--- src/rtl/fp_apu_pkg.sv ---
// Shared types and constants for the FP APU dispatch block.
package fp_apu_pkg;

  localparam logic [7:0] APU_FLAGS_HI = 8'b1000_0000;

  typedef struct packed {
    logic [2:0][31:0] operands;
    logic [5:0]       op;
    logic [2:0]       rnd;
    logic [4:0]       rd;
  } fp_req_t;

  typedef enum logic {
    IDLE,
    REQ
  } fsm_state_t;

endpackage

--- src/rtl/fp_apu_dispatch_if.sv ---
// Issue, APU and writeback signals of the FP dispatch block.
interface fp_apu_dispatch_if;

  logic             issue_valid_i;
  logic             issue_ready_o;
  logic [2:0][31:0] issue_operands_i;
  logic [5:0]       issue_op_i;
  logic [2:0]       issue_rnd_i;
  logic [4:0]       issue_rd_i;

  logic             apu_req_o;
  logic             apu_gnt_i;
  logic [2:0][31:0] apu_operands_o;
  logic [5:0]       apu_op_o;
  logic [10:0]      apu_flags_o;
  logic             apu_rvalid_i;
  logic [31:0]      apu_rdata_i;
  logic [4:0]       apu_rflags_i;

  logic             wb_valid_o;
  logic [4:0]       wb_rd_o;
  logic [31:0]      wb_data_o;
  logic [4:0]       wb_fflags_o;

  logic [4:0]       fflags_o;
  logic             fflags_clr_i;
  logic             err_o;

  // The dispatch block is the slave; the core plus fp_wrapper side is the master.
  modport slave (
    input  issue_valid_i, issue_operands_i, issue_op_i, issue_rnd_i, issue_rd_i,
    input  apu_gnt_i, apu_rvalid_i, apu_rdata_i, apu_rflags_i, fflags_clr_i,
    output issue_ready_o, apu_req_o, apu_operands_o, apu_op_o, apu_flags_o,
    output wb_valid_o, wb_rd_o, wb_data_o, wb_fflags_o, fflags_o, err_o
  );

  modport master (
    output issue_valid_i, issue_operands_i, issue_op_i, issue_rnd_i, issue_rd_i,
    output apu_gnt_i, apu_rvalid_i, apu_rdata_i, apu_rflags_i, fflags_clr_i,
    input  issue_ready_o, apu_req_o, apu_operands_o, apu_op_o, apu_flags_o,
    input  wb_valid_o, wb_rd_o, wb_data_o, wb_fflags_o, fflags_o, err_o
  );

endinterface

--- src/rtl/fp_sync_fifo.sv ---
// Synchronous FIFO with registered storage and a combinational head read.
module fp_sync_fifo #(
  parameter int unsigned WIDTH = 8,
  parameter int unsigned DEPTH = 2,
  localparam int unsigned CNT_W = $clog2(DEPTH + 1)
) (
  input  logic             clk_i,
  input  logic             rst_ni,
  input  logic             push,
  input  logic [WIDTH-1:0] wdata,
  input  logic             pop,
  output logic [WIDTH-1:0] rdata,
  output logic             full,
  output logic             empty,
  output logic [CNT_W-1:0] count
);

  localparam int unsigned PTR_W = (DEPTH > 1) ? $clog2(DEPTH) : 1;

  logic [WIDTH-1:0] mem [DEPTH];
  logic [PTR_W-1:0] wr_ptr;
  logic [PTR_W-1:0] rd_ptr;
  logic             do_push;
  logic             do_pop;

  function automatic logic [PTR_W-1:0] next_ptr(input logic [PTR_W-1:0] p);
    return (p == PTR_W'(DEPTH - 1)) ? '0 : p + PTR_W'(1);
  endfunction

  assign do_push = push && !full;
  assign do_pop  = pop && !empty;
  assign full    = (count == CNT_W'(DEPTH));
  assign empty   = (count == '0);
  assign rdata   = mem[rd_ptr];

  always_ff @(posedge clk_i) begin
    if (!rst_ni) begin
      wr_ptr <= '0;
      rd_ptr <= '0;
      count  <= '0;
    end else begin
      if (do_push) wr_ptr <= next_ptr(wr_ptr);
      if (do_pop)  rd_ptr <= next_ptr(rd_ptr);
      count <= count + CNT_W'(do_push) - CNT_W'(do_pop);
    end
  end

  // Storage is left unreset; only the pointers define what is valid.
  always_ff @(posedge clk_i) begin
    if (do_push) mem[wr_ptr] <= wdata;
  end

endmodule

--- src/rtl/fp_apu_dispatch.sv ---
// Buffers FP ops from the core, hands them to the APU under an outstanding limit,
// and returns in-order results to the register file with accrued exception flags.
module fp_apu_dispatch
  import fp_apu_pkg::*;
#(
  parameter int unsigned IQ_DEPTH  = 2,
  parameter int unsigned MAX_OUTST = 2
) (
  input logic              clk_i,
  input logic              rst_ni,
  fp_apu_dispatch_if.slave bus
);

  localparam int unsigned IQ_CNT_W  = $clog2(IQ_DEPTH + 1);
  localparam int unsigned TAG_CNT_W = $clog2(MAX_OUTST + 1);

  fp_req_t              iq_wdata;
  fp_req_t              iq_head;
  logic                 iq_push;
  logic                 iq_pop;
  logic                 iq_full;
  logic                 iq_empty;
  logic [IQ_CNT_W-1:0]  iq_count;
  logic [IQ_CNT_W-1:0]  iq_count_next;

  logic [4:0]           tag_head;
  logic                 tag_push;
  logic                 tag_pop;
  logic                 tag_full;
  logic                 tag_empty;
  logic [TAG_CNT_W-1:0] tag_count;
  logic [TAG_CNT_W-1:0] tag_count_next;

  fsm_state_t           state_q;
  fsm_state_t           state_d;
  logic                 req;
  logic                 grant;
  logic                 rsp_accept;
  logic                 eligible_next;

  logic                 wb_valid_q;
  logic [4:0]           wb_rd_q;
  logic [31:0]          wb_data_q;
  logic [4:0]           wb_fflags_q;
  logic [4:0]           fflags_q;
  logic                 err_q;

  assign iq_wdata = '{operands: bus.issue_operands_i,
                      op:       bus.issue_op_i,
                      rnd:      bus.issue_rnd_i,
                      rd:       bus.issue_rd_i};

  assign bus.issue_ready_o = !iq_full;
  assign iq_push           = bus.issue_valid_i && !iq_full;

  fp_sync_fifo #(
    .WIDTH ($bits(fp_req_t)),
    .DEPTH (IQ_DEPTH)
  ) u_issue_q (
    .clk_i (clk_i),
    .rst_ni(rst_ni),
    .push  (iq_push),
    .wdata (iq_wdata),
    .pop   (iq_pop),
    .rdata (iq_head),
    .full  (iq_full),
    .empty (iq_empty),
    .count (iq_count)
  );

  // The tag FIFO occupancy doubles as the outstanding-request counter.
  fp_sync_fifo #(
    .WIDTH (5),
    .DEPTH (MAX_OUTST)
  ) u_tag_q (
    .clk_i (clk_i),
    .rst_ni(rst_ni),
    .push  (tag_push),
    .wdata (iq_head.rd),
    .pop   (tag_pop),
    .rdata (tag_head),
    .full  (tag_full),
    .empty (tag_empty),
    .count (tag_count)
  );

  assign req        = (state_q == REQ);
  assign grant      = req && bus.apu_gnt_i && !iq_empty && !tag_full;
  assign iq_pop     = grant;
  assign tag_push   = grant;
  assign rsp_accept = bus.apu_rvalid_i && !tag_empty;
  assign tag_pop    = rsp_accept;

  assign bus.apu_req_o      = req;
  assign bus.apu_operands_o = iq_head.operands;
  assign bus.apu_op_o       = iq_head.op;
  assign bus.apu_flags_o    = {APU_FLAGS_HI, iq_head.rnd};

  // Eligibility looks at next-cycle occupancy so a fresh issue requests one cycle later.
  always_comb begin
    iq_count_next  = iq_count + IQ_CNT_W'(iq_push) - IQ_CNT_W'(iq_pop);
    tag_count_next = tag_count + TAG_CNT_W'(tag_push) - TAG_CNT_W'(tag_pop);
    eligible_next  = (iq_count_next != '0) && (tag_count_next < TAG_CNT_W'(MAX_OUTST));
  end

  always_ff @(posedge clk_i) begin
    if (!rst_ni) state_q <= IDLE;
    else         state_q <= state_d;
  end

  always_comb begin
    state_d = state_q;
    unique case (state_q)
      IDLE:    if (eligible_next) state_d = REQ;
      REQ:     if (grant && !eligible_next) state_d = IDLE;
      default: state_d = IDLE;
    endcase
  end

  // Clear takes priority over accrual, then the same-cycle response flags are ORed in.
  always_ff @(posedge clk_i) begin
    if (!rst_ni) begin
      wb_valid_q  <= 1'b0;
      wb_rd_q     <= '0;
      wb_data_q   <= '0;
      wb_fflags_q <= '0;
      fflags_q    <= '0;
      err_q       <= 1'b0;
    end else begin
      wb_valid_q <= rsp_accept;
      if (rsp_accept) begin
        wb_rd_q     <= tag_head;
        wb_data_q   <= bus.apu_rdata_i;
        wb_fflags_q <= bus.apu_rflags_i;
      end
      if (bus.apu_rvalid_i && tag_empty) err_q <= 1'b1;
      if (bus.fflags_clr_i)  fflags_q <= rsp_accept ? bus.apu_rflags_i : 5'b0;
      else if (rsp_accept)   fflags_q <= fflags_q | bus.apu_rflags_i;
    end
  end

  assign bus.wb_valid_o  = wb_valid_q;
  assign bus.wb_rd_o     = wb_rd_q;
  assign bus.wb_data_o   = wb_data_q;
  assign bus.wb_fflags_o = wb_fflags_q;
  assign bus.fflags_o    = fflags_q;
  assign bus.err_o       = err_q;

endmodule

--- src/flat_wrapper.sv ---
// flat-port wrapper written by rule: the top's interface ports become plain ports
module fp_apu_dispatch_flat import fp_apu_pkg::*;
#(
  parameter int unsigned IQ_DEPTH  = 2,
  parameter int unsigned MAX_OUTST = 2
)
  (clk_i, rst_ni, bus_issue_valid_i, bus_issue_operands_i, bus_issue_op_i, bus_issue_rnd_i, bus_issue_rd_i, bus_apu_gnt_i, bus_apu_rvalid_i, bus_apu_rdata_i, bus_apu_rflags_i, bus_fflags_clr_i, bus_issue_ready_o, bus_apu_req_o, bus_apu_operands_o, bus_apu_op_o, bus_apu_flags_o, bus_wb_valid_o, bus_wb_rd_o, bus_wb_data_o, bus_wb_fflags_o, bus_fflags_o, bus_err_o);
  fp_apu_dispatch_if bus_i ();
  input logic clk_i;
  input logic rst_ni;
  input wire logic [$bits(bus_i.issue_valid_i)-1:0] bus_issue_valid_i;
  input wire logic [$bits(bus_i.issue_operands_i)-1:0] bus_issue_operands_i;
  input wire logic [$bits(bus_i.issue_op_i)-1:0] bus_issue_op_i;
  input wire logic [$bits(bus_i.issue_rnd_i)-1:0] bus_issue_rnd_i;
  input wire logic [$bits(bus_i.issue_rd_i)-1:0] bus_issue_rd_i;
  input wire logic [$bits(bus_i.apu_gnt_i)-1:0] bus_apu_gnt_i;
  input wire logic [$bits(bus_i.apu_rvalid_i)-1:0] bus_apu_rvalid_i;
  input wire logic [$bits(bus_i.apu_rdata_i)-1:0] bus_apu_rdata_i;
  input wire logic [$bits(bus_i.apu_rflags_i)-1:0] bus_apu_rflags_i;
  input wire logic [$bits(bus_i.fflags_clr_i)-1:0] bus_fflags_clr_i;
  output wire logic [$bits(bus_i.issue_ready_o)-1:0] bus_issue_ready_o;
  output wire logic [$bits(bus_i.apu_req_o)-1:0] bus_apu_req_o;
  output wire logic [$bits(bus_i.apu_operands_o)-1:0] bus_apu_operands_o;
  output wire logic [$bits(bus_i.apu_op_o)-1:0] bus_apu_op_o;
  output wire logic [$bits(bus_i.apu_flags_o)-1:0] bus_apu_flags_o;
  output wire logic [$bits(bus_i.wb_valid_o)-1:0] bus_wb_valid_o;
  output wire logic [$bits(bus_i.wb_rd_o)-1:0] bus_wb_rd_o;
  output wire logic [$bits(bus_i.wb_data_o)-1:0] bus_wb_data_o;
  output wire logic [$bits(bus_i.wb_fflags_o)-1:0] bus_wb_fflags_o;
  output wire logic [$bits(bus_i.fflags_o)-1:0] bus_fflags_o;
  output wire logic [$bits(bus_i.err_o)-1:0] bus_err_o;
  assign bus_i.issue_valid_i = bus_issue_valid_i;
  assign bus_i.issue_operands_i = bus_issue_operands_i;
  assign bus_i.issue_op_i = bus_issue_op_i;
  assign bus_i.issue_rnd_i = bus_issue_rnd_i;
  assign bus_i.issue_rd_i = bus_issue_rd_i;
  assign bus_i.apu_gnt_i = bus_apu_gnt_i;
  assign bus_i.apu_rvalid_i = bus_apu_rvalid_i;
  assign bus_i.apu_rdata_i = bus_apu_rdata_i;
  assign bus_i.apu_rflags_i = bus_apu_rflags_i;
  assign bus_i.fflags_clr_i = bus_fflags_clr_i;
  assign bus_issue_ready_o = bus_i.issue_ready_o;
  assign bus_apu_req_o = bus_i.apu_req_o;
  assign bus_apu_operands_o = bus_i.apu_operands_o;
  assign bus_apu_op_o = bus_i.apu_op_o;
  assign bus_apu_flags_o = bus_i.apu_flags_o;
  assign bus_wb_valid_o = bus_i.wb_valid_o;
  assign bus_wb_rd_o = bus_i.wb_rd_o;
  assign bus_wb_data_o = bus_i.wb_data_o;
  assign bus_wb_fflags_o = bus_i.wb_fflags_o;
  assign bus_fflags_o = bus_i.fflags_o;
  assign bus_err_o = bus_i.err_o;
  fp_apu_dispatch #(.IQ_DEPTH(IQ_DEPTH), .MAX_OUTST(MAX_OUTST)) u_core (.clk_i(clk_i), .rst_ni(rst_ni), .bus(bus_i));
endmodule
--- config.mk ---
export PLATFORM = sky130hd
export DESIGN_NAME = fp_apu_dispatch_flat
export DESIGN_NICKNAME = d
export VERILOG_FILES = /design/src/rtl/fp_apu_pkg.sv /design/src/rtl/fp_apu_dispatch_if.sv /design/src/rtl/fp_sync_fifo.sv /design/src/rtl/fp_apu_dispatch.sv /design/src/flat_wrapper.sv
export SDC_FILE = /design/constraint.sdc
export NUM_CORES = 1
export LEC_CHECK = 0
export BUFFER_PORTS_ARGS = -buffer_cell sky130_fd_sc_hd__buf_2
export CORE_UTILIZATION = 54
export CTS_BUF_LIST = sky130_fd_sc_hd__clkbuf_2 sky130_fd_sc_hd__clkbuf_4 sky130_fd_sc_hd__clkbuf_8
export DETAILED_ROUTE_END_ITERATION = 16
export GPL_ROUTABILITY_DRIVEN = 0
export PLACE_DENSITY = 0.83
export SLEW_MARGIN = 0
export SYNTH_ARGS = -nofsm -noshare
export SYNTH_HDL_FRONTEND = slang
export SYNTH_SLANG_ARGS = --single-unit
--- constraint.sdc ---
create_clock -name clk_i -period 6.95 [get_ports clk_i]
set_input_delay 1.0425 -clock clk_i [delete_from_list [all_inputs] [get_ports clk_i]]
set_output_delay 1.0425 -clock clk_i [all_outputs]
set_load 0.01 [all_outputs]
Yosys cells after proc, flatten, opt, wreduce, memory -nomap -nowiden
Memories as Yosys holds them, arrays and structs flattened. A register that Yosys moved wholly into a read port is not among the register bits.
Cells that the tools add are included.
{"block": "word_totals", "mem_bits_ro": 0, "ram_bits": 230, "mem_count": 2, "ff_bits": 53, "latch_bits": 0}
{"name": "u_core.u_issue_q.mem", "depth": 2, "word_bits": 110, "read_ports": 1, "rd_ports_with_merged_regs": 1, "write_ports": 1, "line_no": "fp_sync_fifo.sv:20", "rtl": "logic [WIDTH-1:0] mem [DEPTH];"}
{"name": "u_core.u_tag_q.mem", "depth": 2, "word_bits": 5, "read_ports": 1, "rd_ports_with_merged_regs": 1, "write_ports": 1, "line_no": "fp_sync_fifo.sv:20"}
{"block": "classes", "n_mul": 0, "eq_ne": 2, "n_shift": 0, "n_bitwise": 2, "div_mod_pow": 0, "n_addsub": 12, "reduce_logical": 22, "n_mux": 16, "order_cmp": 1}
{"cell": "2-to-1 mux 5 bit", "count": 3}
{"cell": "logical AND 1 bit", "count": 12}
{"cell": "2-to-1 mux 1 bit", "count": 12}
{"cell": "adder 2 x 1 -> 2 bit", "count": 4}
{"cell": "subtractor 2 x 1 -> 2 bit", "count": 4}
{"cell": "logical NOT 1 bit", "count": 6}
{"cell": "bitwise OR 5 bit", "count": 1}
{"cell": "adder 1 bit (second input constant)", "count": 4}
{"cell": "== test 2 bit (second input constant)", "count": 2}
{"cell": "logical NOT 2 bit", "count": 2}
{"cell": "nonzero test 2 bit", "count": 2}
{"cell": "< comparator 2 bit (second input constant)", "count": 1}
{"cell": "case mux 1 bit (2 select lines)", "count": 1}
{"cell": "NOT 1 bit", "count": 1}

Longest topological paths before layout
Gate-level depths: netlist (run 1).
{"block": "logic_depth", "ltp_word": 12, "mapped_depth": 10, "ltp_nobuf": 10}

By module
Synthesis (run 1) repeated with hierarchy kept, for this count alone.
{"block": "hier_totals", "cells_unflattened": 639, "area_unflattened_um2": 10862.9}
{"mod": "fp_sync_fifo at u_core.u_issue_q", "instances": 1, "cells_each": 367, "seq_area_each_um2": 6706.4, "area_each_um2": 8209.1}
{"mod": "fp_apu_dispatch", "instances": 1, "cells_each": 232, "seq_area_each_um2": 1001.0, "area_each_um2": 2060.7}
{"mod": "fp_sync_fifo at u_core.u_tag_q", "instances": 1, "cells_each": 40, "seq_area_each_um2": 400.4, "area_each_um2": 593.1}

Worst setup path after synthesis (run 1)
OpenSTA, ideal clock, no wires.
{"block": "synth_path", "path_type": "input to register", "startpoint": "input bus_issue_valid_i", "endpoint": "memory u_core.u_issue_q.mem[0][0] in the netlist's numbering (enable)", "slack_ns": 0.634, "cell_stages": 2, "arrival_time_ns": 5.736, "cell_sequence": "nand2_1 nor2_1"}
{"block": "synth_between", "elab_chain_len": 4}
{"element": "start, declared", "line_no": "flat_wrapper.sv:11", "rtl": "input wire logic [$bits(bus_i.issue_valid_i)-1:0] bus_issue_valid_i;"}
{"element": "logical AND 1 bit", "line_no": "fp_apu_dispatch.sv:54", "rtl": "assign iq_push = bus.issue_valid_i && !iq_full;"}
{"element": "logical AND 1 bit", "line_no": "fp_sync_fifo.sv:30", "rtl": "assign do_push = push && !full;"}
{"element": "2-to-1 mux 1 bit", "line_no": "fp_sync_fifo.sv:50", "rtl": "if (do_push) mem[wr_ptr] <= wdata;"}
{"element": "2-to-1 mux 1 bit (not written as such)", "line_no": "fp_sync_fifo.sv:50"}
{"element": "end, declared", "line_no": "fp_sync_fifo.sv:20"}
Every way passes these cells.

==> results.toml, run 1 <==
[grt]
grt_pass1_vias = 6451
grt_first_pass_wirelength_um = 32000
met1_usage = 0.196
grt_max_degree = 70
overflow = 0
grt_busiest_layer = "met2"
antenna_found_initial = 3
gr-usage-met2 = 0.342
grtUsageMet3 = 0.0821
grtUsageTotal = 0.191

[worst_setup_path]
path_class = "reg2out"
worstPathRequired_ns = 5.91
rrSetupSlack_ns = 4.48
end_kind = "output pin"
r2r-end = "u_core.u_issue_q.mem[1][0]$_DFFE_PP_"
worstPathMaxFanout = 58
cp_data_arrival_time_ns = 2.69
reg2regPathDepth = 3
critPathLaunchType = "register"
worstReg2RegStart = "u_core.u_issue_q.count[0]$_SDFF_PN0_"

[clock_tree]
htree_num_levels = 2
cts_made_buffers = 45
cts_tree = "built"
cts_setup_buffers = 0
cts_resized = 0
clock_path_buffers = 3
cts-root-buf = "clkbuf_8"
clk-insertion-delay-late_ns = 0.55
clkTransAtPathRegs_ns = 0.06
postCtsHoldBufs = 0
clock-sinks = 289

[yosys]
synth_compound_area_frac = 0.0369
ys_types = 29
synth_seq_cells = 289
synth.area.mux_share = 0.112
ys_warn_count = 0
yosys-top-cells-area = "edfxtp_1 (60%), mux2_2 (11%), dfxtp_1 (10%)"
synth_top_area_cell = "edfxtp_1"
synth.top_cells.by_count = "edfxtp_1 (230), buf_4 (114), mux2_2 (110)"
synthArstFlopShare = 0
synthesis.area_mm2 = 0.0115
synth.most_common_cell = "edfxtp_1"
yosys.area_share.adder = 0.00764
ys.flop_type = "edfxtp_1"
synth_top_family_by_area = "multiplexers"
synth_top_area_frac = 0.603
syn_avg_cell_area_um2 = 15.7
synthSimpleGateAreaFrac = 0.0390
synthCells = 731
ys_seq_area_frac = 0.706
synth-xor-area-share = 0.00841
synth-edff-count = 230

[hold_path]
min_from = "u_core.bus.wb_fflags_o[2]$_SDFFE_PN0N_"
holdPathEnd = "u_core.bus.wb_fflags_o[2]$_SDFFE_PN0N_"
min_path_cells = 2
hp-class = "reg2reg"

[floorplan]
coreArea_mm2 = 0.0205
rows = 52
die_w_um = 148
start_util = 0.559
top_level_ports = 317
chipHeight_um = 148
die-area_mm2 = 0.0218

[sta]
max-slew-margin-rel = 0.392
setup_viol = 0
max_freq_mhz = 268
finalCritPeriodShare = 0.536
slew_violations = 0
skew_ns = 0.0247
finalCriticalPeriod_ns = 3.73
rsz0062_at_grt = "no"
worstMarginPinSlew_ns = 0.912
hold_violations = 0
setup_tns_ns = 0

[drt]
viasPerCell = 5.01
drc = 0
drt_iter0_markers = 271
vias = 6299
routed_wirelength_um = 21300
ant_nets = 0
first_pass_iters = 4
wl_per_cell_um = 16.9

[final_layout]
stdcell_area_mm2 = 0.0133
drive_gt1_frac = 0.504
nFillCells = 1459
fin_nets = 1116
area_growth_pct = 16.1

[placed_design]
dp_hpwl_um = 14300
io_buffers = 308
placed_cell_area_mm2 = 0.0124

[power_and_ir_drop]
power.leakage_uw = 0.00524
ir_drop_v = 0.000286
p_per_area_mw_per_mm2 = 359

[run_status]
outcome = "finished, final reports clean"

[run]
drv_cap = 0
## critical path: stages, from the launching register on
cell and delay (ns):
dfxtp_4 0.79, buf_4 0.70, mux2_2 0.42, buf_2 0.14
## sequential cells by signal, summed over array words and instances, names as in the netlist, 2 cells and up, named ones only
name / count
u_core.u_issue_q.mem: 220
u_core.bus.wb_data_o: 32
u_core.u_tag_q.mem: 10
u_core.bus.fflags_o: 5
u_core.bus.wb_fflags_o: 5
u_core.bus.wb_rd_o: 5
u_core.u_issue_q.count: 2
u_core.u_tag_q.count: 2
## layer usage
metal  wire length [um]  up-vias
met3               2220       44
met2              10900      296
met1               7620     3001
li1                   -     2956
met5                 13        -
met4                575        2
## worst max-delay path by stage
stage                      start                                    to  slack (ns)  cells past startpoint
2_1_floorplan  bus_issue_valid_i  u_core.u_issue_q.mem[0][0]$_DFFE_PP_        0.63                      2
6_report                register                bus_apu_operands_o[36]        3.22                      3
4_1_cts                 register                 bus_apu_operands_o[9]        3.17                      3
5_1_grt                 register                bus_apu_operands_o[20]        3.06                      3
3_5_place_dp            register                bus_apu_operands_o[74]        3.76                      3
3_3_place_gp            register                bus_apu_operands_o[60]        3.76                      3
## cell usage in the layout, fill, tap and decap left out, types with 6 or more instances in the layout
master / synthesis / final
and2_1: 11 / 11
mux2_2: 110 / 110
edfxtp_1: 230 / 230
conb_1: 2 / 8
clkbuf_4: 0 / 11
buf_2: 17 / 308
clkbuf_8: 0 / 53
xnor2_1: 10 / 10
nand2_1: 81 / 81
nand2b_1: 7 / 7
ha_1: 7 / 7
dfxtp_1: 59 / 58
clkinv_1: 0 / 8
inv_1: 6 / 6
a21boi_0: 42 / 42
## area by class of cell
type                    count  area, um2  share of cell area
diodes                      3       7.51            0.000565
clock buffers              64        812              0.0611
clock inverters            11       58.8             0.00442
inverters                   7       26.3             0.00198
multi-input cells         300       2380               0.179
flip-flops and latches    289       8090               0.608
well taps                 270        338              0.0254
repair buffers            313       1580               0.119
## report_power, final
group	switching, uW	total (uW)	leakage [uW]	internal (uW)
clock network	611	1360	0.000455	747
logic	576	1040	0.00216	466
registers	133	2380	0.00263	2240
total	1320	4780	0.00524	3460
## logic make-up (layout without fill, tap and decap cells)
logic type                 after synthesis  count (layout)
AOI/OAI and AO/OA                       54              54
xor gates and xnor gates                11              11
adders and majority gates                7               7
buffers and inverters                  148             395
DFF                                    289             289
muxes                                  115             115
other                                    2              11
and+or+nand+nor                        105             105
## through the flow
| stage | worst slack (ns) | hold WS [ns] | cells | utilization | total power, uW |
|---|---|---|---|---|---|
| final | 3.22 | 0.462 | 1257 | 0.649 | 4780 |
| after global routing | 3.06 | 0.484 | 1255 | 0.649 | 5010 |
| after CTS | 3.17 | 0.464 | 1254 | 0.648 | 4830 |
| after detailed placement | 3.76 | 0.456 | 1179 | 0.606 | 3460 |
| after global placement | 3.76 | 0.440 | 1179 | 0.606 | 3430 |
| after floorplan | 0.634 | 0.479 | 737 | - | 3290 |
Power figures use the tool's default switching activity.
==> run 2: changes to the inputs <==
CORE_UTILIZATION = 49   (was 54)
PLACE_DENSITY = 0.8   (was 0.83)
clock period = 3.1 ns   (was 6.95 ns; I/O delays follow)
==> run 2 against run 1 <==
Clock power grew 120%. Routed wire length up 3.4%. Largest cell class unchanged. Final cell count is 4.5% higher. Utilization decreased by 5.9 points. Clock-buffer cell count down 2. First-iteration DRC count rose by 23%. Highest routed layer unchanged. Worst setup slack got worse by 2.6 ns.
==> results.toml, run 2 (synthesis results as in run 1) <==
[worst_setup_path]
worstPathRequired_ns = 2.63
reg2regPathDepth = 4
end_kind = "output pin"
cp_slowest_cell = "dfxtp_4"
path_class = "reg2out"
cp_data_arrival_time_ns = 2.05
critical-path-max-stage-delay_ns = 0.63
r2r-end = "u_core.u_issue_q.mem[0][38]$_DFFE_PP_"
path_depth = 3
path_buf_inv = 2
crit_family = "flip-flops"
rrSetupSlack_ns = 1.09
critPathLaunchType = "register"
worstReg2RegStart = "u_core.u_issue_q.count[0]$_SDFF_PN0_"
path_cells = "buf_12 > mux2_2 > buf_2"
worstPathMaxFanout = 42

[grt]
overflow = 0
grtUsageTotal = 0.179
antenna_found_initial = 6
grt_max_degree = 60
grt_pass1_vias = 6333
grt_first_pass_wirelength_um = 32700

[power_and_ir_drop]
ir_drop_v = 0.000570
power.leakage_uw = 0.00529
seq_power_share = 0.494
p_sw_frac = 0.281
combinationalPowerShare = 0.226
total_power_uw = 10700
p_int_uw = 7730
power_frac_clock = 0.280
p_per_area_mw_per_mm2 = 799
p_sw_uw = 3020

[sta]
max-slew-margin-rel = 0.450
finalCritPeriodShare = 0.812
slew_violations = 0
worstMarginPinSlew_ns = 0.825
max_freq_mhz = 397
finalCriticalPeriod_ns = 2.52
setup_tns_ns = 0
hold_violations = 0
setup_viol = 0
rsz0062_at_grt = "no"
whs_ns = 0.104
skew_ns = 0.0158

[floorplan]
coreArea_mm2 = 0.0228
rows = 55
die-area_mm2 = 0.0240
top_level_ports = 317
start_util = 0.503
chipHeight_um = 155
die_w_um = 155

[final_layout]
regArea_mm2 = 0.00809
layout_common_cells = "buf_2 (308), edfxtp_1 (230), mux2_2 (110), nand2_1 (81), dfxtp_1 (58)"
nFillCells = 1777
top_register = "u_core.u_issue_q.mem"
multi_input_area_mm2 = 0.00238
largest_register_ffs = 220
area_growth_pct = 17.3
final_common_cell = "buf_2"
fin_nets = 1123
drive_gt1_frac = 0.504

[clock_tree]
clkTransAtPathRegs_ns = 0.06
cts_setup_buffers = 0
clk-insertion-delay-late_ns = 0.55
cts_resized = 0
htree_num_levels = 2
postCtsHoldBufs = 0
clock_path_buffers = 3
cts-root-buf = "clkbuf_8"
cts_tree = "built"
clock-sinks = 289
cts_made_buffers = 47

[hold_path]
min_path_cells = 1
min_from = "bus_issue_operands_i[57]"
holdPathEnd = "u_core.u_issue_q.mem[0][71]$_DFFE_PP_"
hp-class = "in2reg"

[placed_design]
io_buffers = 308
dp_hpwl_um = 15100

[drt]
drc = 0
wl_per_cell_um = 16.7
routed_wirelength_um = 22000
viasPerCell = 4.81
ant_nets = 0
drt_iter0_markers = 333
first_pass_iters = 4
vias = 6320

[run]
drv_cap = 0

[run_status]
outcome = "finished, final reports clean"
==> run 2: cell count changes in the layout (fill, tap and decap cells not counted), moves of 2 or more <==
cell / previous run / this run
buf_12: 0 / 5
clkbuf_4: 11 / 15
clkbuf_8: 53 / 47
clkinv_1: 8 / 15
clkinv_2: 1 / 3
inv_8: 0 / 2
==> run 2: power by group through the flow <==
stage	clock network [uW]	registers [uW]	logic, uW
6_report	3010	5300	2430
5_1_grt	3260	5370	2640
4_1_cts	3100	5310	2480
3_5_place_dp	0	5380	2470
3_3_place_gp	0	5370	2420
2_1_floorplan	0	5360	1960
==> run 2: worst register-to-register path, delay by kind of cell, from the launching register on <==
| family | cells | cell delay (ns) |
|---|---|---|
| buffers and inverters | 1 | 0.32 |
| DFF | 1 | 0.42 |
| and+or+nand+nor | 3 | 0.90 |
==> run 2: area by class of cell <==
cell class,instances,share of cell area
clock buffers,62,0.0565
multi-input cells,300,0.177
clock inverters,21,0.00754
repair buffers,318,0.125
inverters,7,0.00195
diodes,4,0.000745
flip-flops and latches,289,0.602
well taps,313,0.0291
==> run 2: how the worst max path moves through the flow <==
stage                     slack (ns)                                    end                            startpoint
final                           0.58                 bus_apu_operands_o[47]                              register
after global routing            0.45                 bus_apu_operands_o[78]                              register
after CTS                       0.53                 bus_apu_operands_o[78]                              register
after detailed placement        1.08  u_core.u_issue_q.mem[0][63]$_DFFE_PP_  u_core.u_issue_q.count[0]$_SDFF_PN0_
after global placement          1.12                 bus_apu_operands_o[78]                              register
after floorplan                 0.29   u_core.u_issue_q.mem[0][0]$_DFFE_PP_  u_core.u_issue_q.count[0]$_SDFF_PN0_
==> run 2: through the flow <==
stage | util | cells | worst slack, ns | cell area, um2
2_1_floorplan | - | 737 | 0.286 | 11500
3_3_place_gp | 0.552 | 1227 | 1.12 | 12600
3_5_place_dp | 0.552 | 1227 | 1.08 | 12600
4_1_cts | 0.590 | 1310 | 0.529 | 13400
5_1_grt | 0.590 | 1312 | 0.446 | 13400
6_report | 0.590 | 1314 | 0.581 | 13400
==> run 2: per-layer routing <==
| layer | routed length, um | part of all wire | vias to the layer above | track usage |
|---|---|---|---|---|
| met2 | 11100 | 0.50 | 285 | 0.315 |
| li1 | - | - | 2974 | - |
| met3 | 1980 | 0.090 | 56 | 0.0657 |
| met1 | 8170 | 0.37 | 3001 | 0.191 |
| met4 | 725 | 0.033 | 4 | 0.0802 |
| met5 | 18 | 0.00082 | - | 0 |
